### src/rtl/mem_access_unit.sv
// ============================================================================
//  Module   : mem_access_unit
//  Purpose  : Multi-cycle load/store initiator between the CPU datapath and
//             the unified instruction/data memory. Accepts one request at a
//             time, checks funct3 legality, alignment and address range,
//             performs byte/halfword stores as read-modify-write of the
//             containing word, returns sign/zero-extended loads, and reports
//             faults both to the CPU and into the memory-mapped Cause register.
//  Ports    : clk, rst_n           - clock, asynchronous active-low reset
//             i_req/i_we/i_funct3  - request strobe, store flag, width code
//             i_addr/i_wdata       - byte address and store data
//             o_busy/o_done/o_fault- status, completion pulse, abort flag
//             o_rdata              - extended load result (held)
//             o_mem_addr/o_mem_wdata/o_MemRead/o_MemWrite/i_mem_rdata
//                                  - word-wide memory port
//             o_causeWrite/o_cause_code - Cause register write port
//  Revision : 1.0 - initial release
// ============================================================================
`default_nettype none

module mem_access_unit #(
    parameter logic [31:0] CAUSE_ADDR = 32'h0000_0800,
    parameter int unsigned MEM_BYTES  = 2048
) (
    input  logic        clk,
    input  logic        rst_n,
    input  logic        i_req,
    input  logic        i_we,
    input  logic [2:0]  i_funct3,
    input  logic [31:0] i_addr,
    input  logic [31:0] i_wdata,
    output logic        o_busy,
    output logic        o_done,
    output logic [31:0] o_rdata,
    output logic        o_fault,
    output logic [31:0] o_mem_addr,
    output logic [31:0] o_mem_wdata,
    output logic        o_MemRead,
    output logic        o_MemWrite,
    input  logic [31:0] i_mem_rdata,
    output logic        o_causeWrite,
    output logic [31:0] o_cause_code
);

    localparam logic [31:0] c_MEM_LIMIT = 32'(MEM_BYTES);

    typedef enum logic [2:0] {
        S_IDLE   = 3'd0,
        S_LOAD   = 3'd1,
        S_STORE  = 3'd2,
        S_RMW_RD = 3'd3,
        S_RMW_WR = 3'd4,
        S_FAULT  = 3'd5,
        S_DONE   = 3'd6
    } state_t;

    state_t      r_state;
    state_t      w_state_next;

    logic [2:0]  r_funct3;
    logic [31:0] r_addr;
    logic [31:0] r_wdata;
    logic [31:0] r_merge;
    logic [31:0] r_rdata;
    logic [3:0]  r_code;
    logic        r_fault;

    // ------------------------------------------------------------------
    // Request decode, evaluated on the live inputs while IDLE
    // ------------------------------------------------------------------
    logic        w_illegal;
    logic        w_misalign;
    logic        w_out_of_range;
    logic        w_any_fault;
    logic [3:0]  w_code;

    always_comb begin
        // Unsigned variants only exist for loads; 011/11x never exist.
        w_illegal      = (i_funct3 == 3'b011) || (i_funct3 == 3'b110) ||
                         (i_funct3 == 3'b111) || (i_we && i_funct3[2]);
        w_misalign     = ((i_funct3[1:0] == 2'b01) && i_addr[0]) ||
                         ((i_funct3[1:0] == 2'b10) && (i_addr[1:0] != 2'b00));
        // The Cause register word is the only legal hole above memory.
        w_out_of_range = (i_addr >= c_MEM_LIMIT) &&
                         (i_addr[31:2] != CAUSE_ADDR[31:2]);
        w_any_fault    = w_illegal || w_misalign || w_out_of_range;

        if (w_illegal) begin
            w_code = 4'd2;
        end else if (w_misalign) begin
            w_code = i_we ? 4'd6 : 4'd4;
        end else if (w_out_of_range) begin
            w_code = i_we ? 4'd7 : 4'd5;
        end else begin
            w_code = 4'd0;
        end
    end

    // ------------------------------------------------------------------
    // Load lane extraction / extension and store lane merge
    // ------------------------------------------------------------------
    logic [7:0]  w_byte;
    logic [15:0] w_half;
    logic [31:0] w_load_ext;
    logic [31:0] w_merge;

    always_comb begin
        w_byte = i_mem_rdata[{r_addr[1:0], 3'b000} +: 8];
        w_half = i_mem_rdata[{r_addr[1], 4'b0000} +: 16];
        case (r_funct3[1:0])
            2'b00:   w_load_ext = {{24{w_byte[7] & ~r_funct3[2]}}, w_byte};
            2'b01:   w_load_ext = {{16{w_half[15] & ~r_funct3[2]}}, w_half};
            default: w_load_ext = i_mem_rdata;
        endcase
    end

    always_comb begin
        w_merge = i_mem_rdata;
        // Only SB (000) and SH (001) reach RMW, so funct3[0] picks the width.
        if (r_funct3[0]) begin
            w_merge[{r_addr[1], 4'b0000} +: 16] = r_wdata[15:0];
        end else begin
            w_merge[{r_addr[1:0], 3'b000} +: 8] = r_wdata[7:0];
        end
    end

    // ------------------------------------------------------------------
    // FSM state register
    // ------------------------------------------------------------------
    always_ff @(posedge clk or negedge rst_n) begin
        if (!rst_n) begin
            r_state <= S_IDLE;
        end else begin
            r_state <= w_state_next;
        end
    end

    // ------------------------------------------------------------------
    // FSM next state and Moore memory-control outputs
    // ------------------------------------------------------------------
    always_comb begin
        w_state_next = r_state;
        o_MemRead    = 1'b0;
        o_MemWrite   = 1'b0;
        o_causeWrite = 1'b0;
        o_mem_wdata  = 32'h0;
        o_cause_code = 32'h0;
        case (r_state)
            S_IDLE: begin
                if (i_req) begin
                    if (w_any_fault) begin
                        w_state_next = S_FAULT;
                    end else if (!i_we) begin
                        w_state_next = S_LOAD;
                    end else if (i_funct3[1:0] == 2'b10) begin
                        w_state_next = S_STORE;
                    end else begin
                        w_state_next = S_RMW_RD;
                    end
                end
            end
            S_LOAD: begin
                o_MemRead    = 1'b1;
                w_state_next = S_DONE;
            end
            S_STORE: begin
                o_MemWrite   = 1'b1;
                o_mem_wdata  = r_wdata;
                w_state_next = S_DONE;
            end
            S_RMW_RD: begin
                o_MemRead    = 1'b1;
                w_state_next = S_RMW_WR;
            end
            S_RMW_WR: begin
                o_MemWrite   = 1'b1;
                o_mem_wdata  = r_merge;
                w_state_next = S_DONE;
            end
            S_FAULT: begin
                o_causeWrite = 1'b1;
                o_cause_code = {28'h0, r_code};
                w_state_next = S_DONE;
            end
            S_DONE: begin
                w_state_next = S_IDLE;
            end
            default: begin
                w_state_next = S_IDLE;
            end
        endcase
    end

    // ------------------------------------------------------------------
    // Request capture and datapath registers
    // ------------------------------------------------------------------
    always_ff @(posedge clk or negedge rst_n) begin
        if (!rst_n) begin
            r_funct3 <= 3'b000;
            r_addr   <= 32'h0;
            r_wdata  <= 32'h0;
            r_merge  <= 32'h0;
            r_rdata  <= 32'h0;
            r_code   <= 4'h0;
            r_fault  <= 1'b0;
        end else begin
            if (r_state == S_IDLE && i_req) begin
                r_funct3 <= i_funct3;
                r_addr   <= i_addr;
                r_wdata  <= i_wdata;
                r_code   <= w_code;
                r_fault  <= w_any_fault;
            end
            if (r_state == S_LOAD) begin
                r_rdata <= w_load_ext;
            end
            if (r_state == S_RMW_RD) begin
                r_merge <= w_merge;
            end
        end
    end

    assign o_busy     = (r_state != S_IDLE);
    assign o_done     = (r_state == S_DONE);
    assign o_fault    = (r_state == S_DONE) && r_fault;
    assign o_rdata    = r_rdata;
    assign o_mem_addr = {r_addr[31:2], 2'b00};

endmodule

`default_nettype wire

### config.mk
export PLATFORM = sky130hd
export DESIGN_NAME = mem_access_unit
export DESIGN_NICKNAME = d
export VERILOG_FILES = /design/src/rtl/mem_access_unit.sv
export SDC_FILE = /design/constraint.sdc
export NUM_CORES = 1
export LEC_CHECK = 0
export CAP_MARGIN = 30
export CORE_MARGIN = 2
export CORE_UTILIZATION = 51
export DETAILED_ROUTE_END_ITERATION = 12
export PLACE_DENSITY = 0.93
export REMOVE_ABC_BUFFERS = 1
export SYNTH_ARGS = -nofsm -noshare
export SYNTH_HDL_FRONTEND = slang
export SYNTH_SLANG_ARGS = --single-unit
### constraint.sdc
create_clock -name clk -period 5.64 [get_ports clk]
set_clock_uncertainty 0.15 [all_clocks]
set_input_delay 1.692 -clock clk [delete_from_list [all_inputs] [get_ports clk]]
set_output_delay 1.692 -clock clk [all_outputs]
set_load 0.03 [all_outputs]
==> metrics.md <==
| Metric | Value |
|---|---|
| Outcome | complete, no violations |
| Initial DRT Pass Iterations | 6 |
| Clock Path Buffers | 2 |
| Sequential cell area | approximately 0.0035 sq mm |
| Arrival @ worst endpoint | ~2500 ps |
| CP peak stage delay | 660 ps |
| Worst hold path class | reg2reg |
| DRT antenna net count | 0 |
| DRT iter0 DRCs | 585 |
| Crit path launch type | flop |
| Register area share after synthesis | 0.4699 |
| GRT Total Usage | 0.2921 |
| Root cell of the clock tree | clkbuf_16 |
| P&R area growth vs syn | 33.21% |
| CP endpoint kind | output port |
| Port bufs | between 200 and 250 |
| Top cell type's share of synthesized area | 0.4699 |
| Clock Sinks | ~140 |
| Drt wl/cell | 18.99 microns |
| Pre-CTS setup slack | ~1700 ps |
| Final worst-path cycle share | 0.7702 |
| Relative slew slack | 0.4572 |
| Initial antenna violation count | 1 |
| # hold bufs at CTS | 0 |
| Count of cell types in the netlist | 49 |
| Post-Syn Instances | 824 |
| Pin count of the biggest net entering global routing | about 110 |
| CP Cell Sequence | nor3b_2 -> buf_4 -> a22o_1 -> clkdlybuf4s50_1 |
| Multi-input logic area | ~0.0033 sq mm |
| EDFF count, synth | 0 |
| IO Count | around 240 |
| Cell Area, Synth | 0.007350 sq mm |
| Share of post-route cells with drive strength above 1 | 0.05680 |
| PwrDens | 615.2 mW/mm^2 |
| Die Ht | 124.0 microns |
| Pleak | 0.004531 uW |
| Non-Filler Instances | 1166 |
| Initial core utilization | 0.5254 |
| Syn. warnings | 0 |
| Mapped Avg Cell Area | 8.919 sq um |
| Die W | 124.0 microns |
| Rows | 43 |
| Setup CP Type | reg2out |
| CP required | 3800 ps |
| Synth area leaders | dfrtp_1, nand2_1, buf_4 |
| CTS Buf Count | 17 |
| Post-CTS Resized | 0 |
| Antenna cells | 0 |
| CP bufs+invs | 2 |
| FF+latch count, synth | 138 |
| Vias per Instance | about 5.8 |
| Clock Latency Late Sink | 420 ps |
| Core Area | about 0.014 sq mm |
| Post-synth top area cell | dfrtp_1 |
| Clock tree from TritonCTS | done |
| Worst-Margin Slew | 791.5 ps |
| Detailed placement HPWL | around 15000 microns |
| DIE AREA | 0.01539 sq mm |
| Final Setup Violations | 0 |
| Worst VDD drop | 0.3311 mV |
| Remaining routing DRC violations | 0 |
| Largest delay share family, worst path | buffers and inverters |
| Top cells by count, synth | nand2_1, dfrtp_1, buf_4, o21ai_0, clkbuf_1 |
| DR vias | ~6800 |
| Fin nets | 1082 |
| Vias in the first global route | approximately 6400 |
| Post-placement cell count | 1133 |
| Gpl congestion | 0.8855 |
| Fin crit period | roughly 4300 ps |
| Max Slew Vio Count | 0 |
| Final Util | 0.6999 |
| Fill count | 1055 |
| Post-detailed-routing wire length | around 22000 microns |
| Post-synthesis async set-or-reset flop share | 1.000 |
| Maxcap violations | 0 |
| RSZ-0062 raised after global routing | no |
| First-pass GRT wire length | 34130 microns |
| Post-CTS setup buffer count | 0 |
| Top_reg_cell synth | dfrtp_1 |
| Fin worst setup slack | 1296 ps |
| Worst-path fanout max | 33 |
| Cell with the most instances after synthesis | nand2_1 |
| Worst hold slack | approximately 320 ps |
| Worst-path clk slew | about 60 ps |
| GR Overflow Total | 0 |
| Slowest CP cell | clkdlybuf4s50_1 |
| Fmax | 230.2 MHz |
| CTS H-tree depth | 4 |
| Final-report hold violation count | 0 |
[sequential cells by signal (all words and copies together), names as in the netlist]
register,flops
r_fault,1
o_rdata,32
r_funct3,3
r_state,3
r_addr,32
r_code,3
r_wdata,32
r_merge,32
[metrics by stage]
step	TNS, ps	cell area, sq um	power [uW]
after detailed placement	0	9161	4900
after CTS	0	9743	6020
after global routing	0	9791	6372
after global placement	0	9161	4797
after floorplan	-113.2	6771	3601
final	0	9791	6023
[final cells by class]
type                       instances  area share
sequential                       138      0.3527
tap                              180     0.02300
clock buffer                      24     0.05022
inverter                          14    0.005367
clock inverter                     7    0.009201
timing repair buffer             217      0.2235
multi-input combinational        586      0.3360
[where the power goes]
group	switching [uW]	total [uW]	leakage [uW]	internal, uW
logic	1790	3030	0.00258	1240
registers	434	1890	0.00167	1460
clock network	412	1100	0.000282	693
total	2630	6020	0.00453	3390
[layer usage]
layer,global-route usage,part of all wire,up-vias
li1,-,-,3074
met1,0.3596,0.39,3286
met2,0.4822,0.48,362
met3,0.09844,0.11,49
met4,0.09831,0.023,2
met5,0,0.00059,-
[worst register-to-register path, delay by kind of cell (launching register included)]
| kind | cells | cell delay (ps) |
|---|---|---|
| compound gates | 3 | 1130 |
| flops | 1 | 710 |
| fa+ha+maj | 1 | 400 |
| buf+inv | 1 | 220 |
| simple gates | 1 | 120 |
[final timing paths]
path	from	slack, ps	endpoint	depth (start not counted)
max reg2reg	r_addr[0]	2830	r_merge[16]	6
min	r_addr[21]	320	r_addr[21]	2
min reg2reg	r_addr[21]	320	r_addr[21]	2
max	r_state[1]	1300	o_mem_wdata[18]	4
max in group asynchronous	rst_n	3360	r_wdata[28]	3
min in group asynchronous	rst_n	920	r_wdata[16]	1
[cells by family (layout without fill, tap and decap cells)]
kind of cell / count (synthesis) / count (layout) / synth area share
buffers and inverters: 130 / 262 / 0.1011
other: 1 / 31 / 0.0005102
adders and majority gates: 5 / 5 / 0.008512
AOI/OAI and AO/OA: 191 / 191 / 0.1818
and+or+nand+nor: 332 / 332 / 0.1985
DFF: 138 / 138 / 0.4699
muxes: 27 / 27 / 0.03967
[placed cells by master, fill, tap and decap left out, types with 7 or more instances in the layout]
cell	n
a211oi_1	17
a21o_1	18
a21oi_1	17
a221oi_1	16
a22o_1	32
a22oi_1	16
buf_4	9
clkbuf_16	17
clkdlybuf4s50_1	204
conb_1	31
dfrtp_1	138
inv_1	14
mux2_2	7
mux2i_1	19
nand2_1	246
nand3_1	23
o211ai_1	7
o21ai_0	50
or3_1	14
Power figures use the tool's default switching activity.
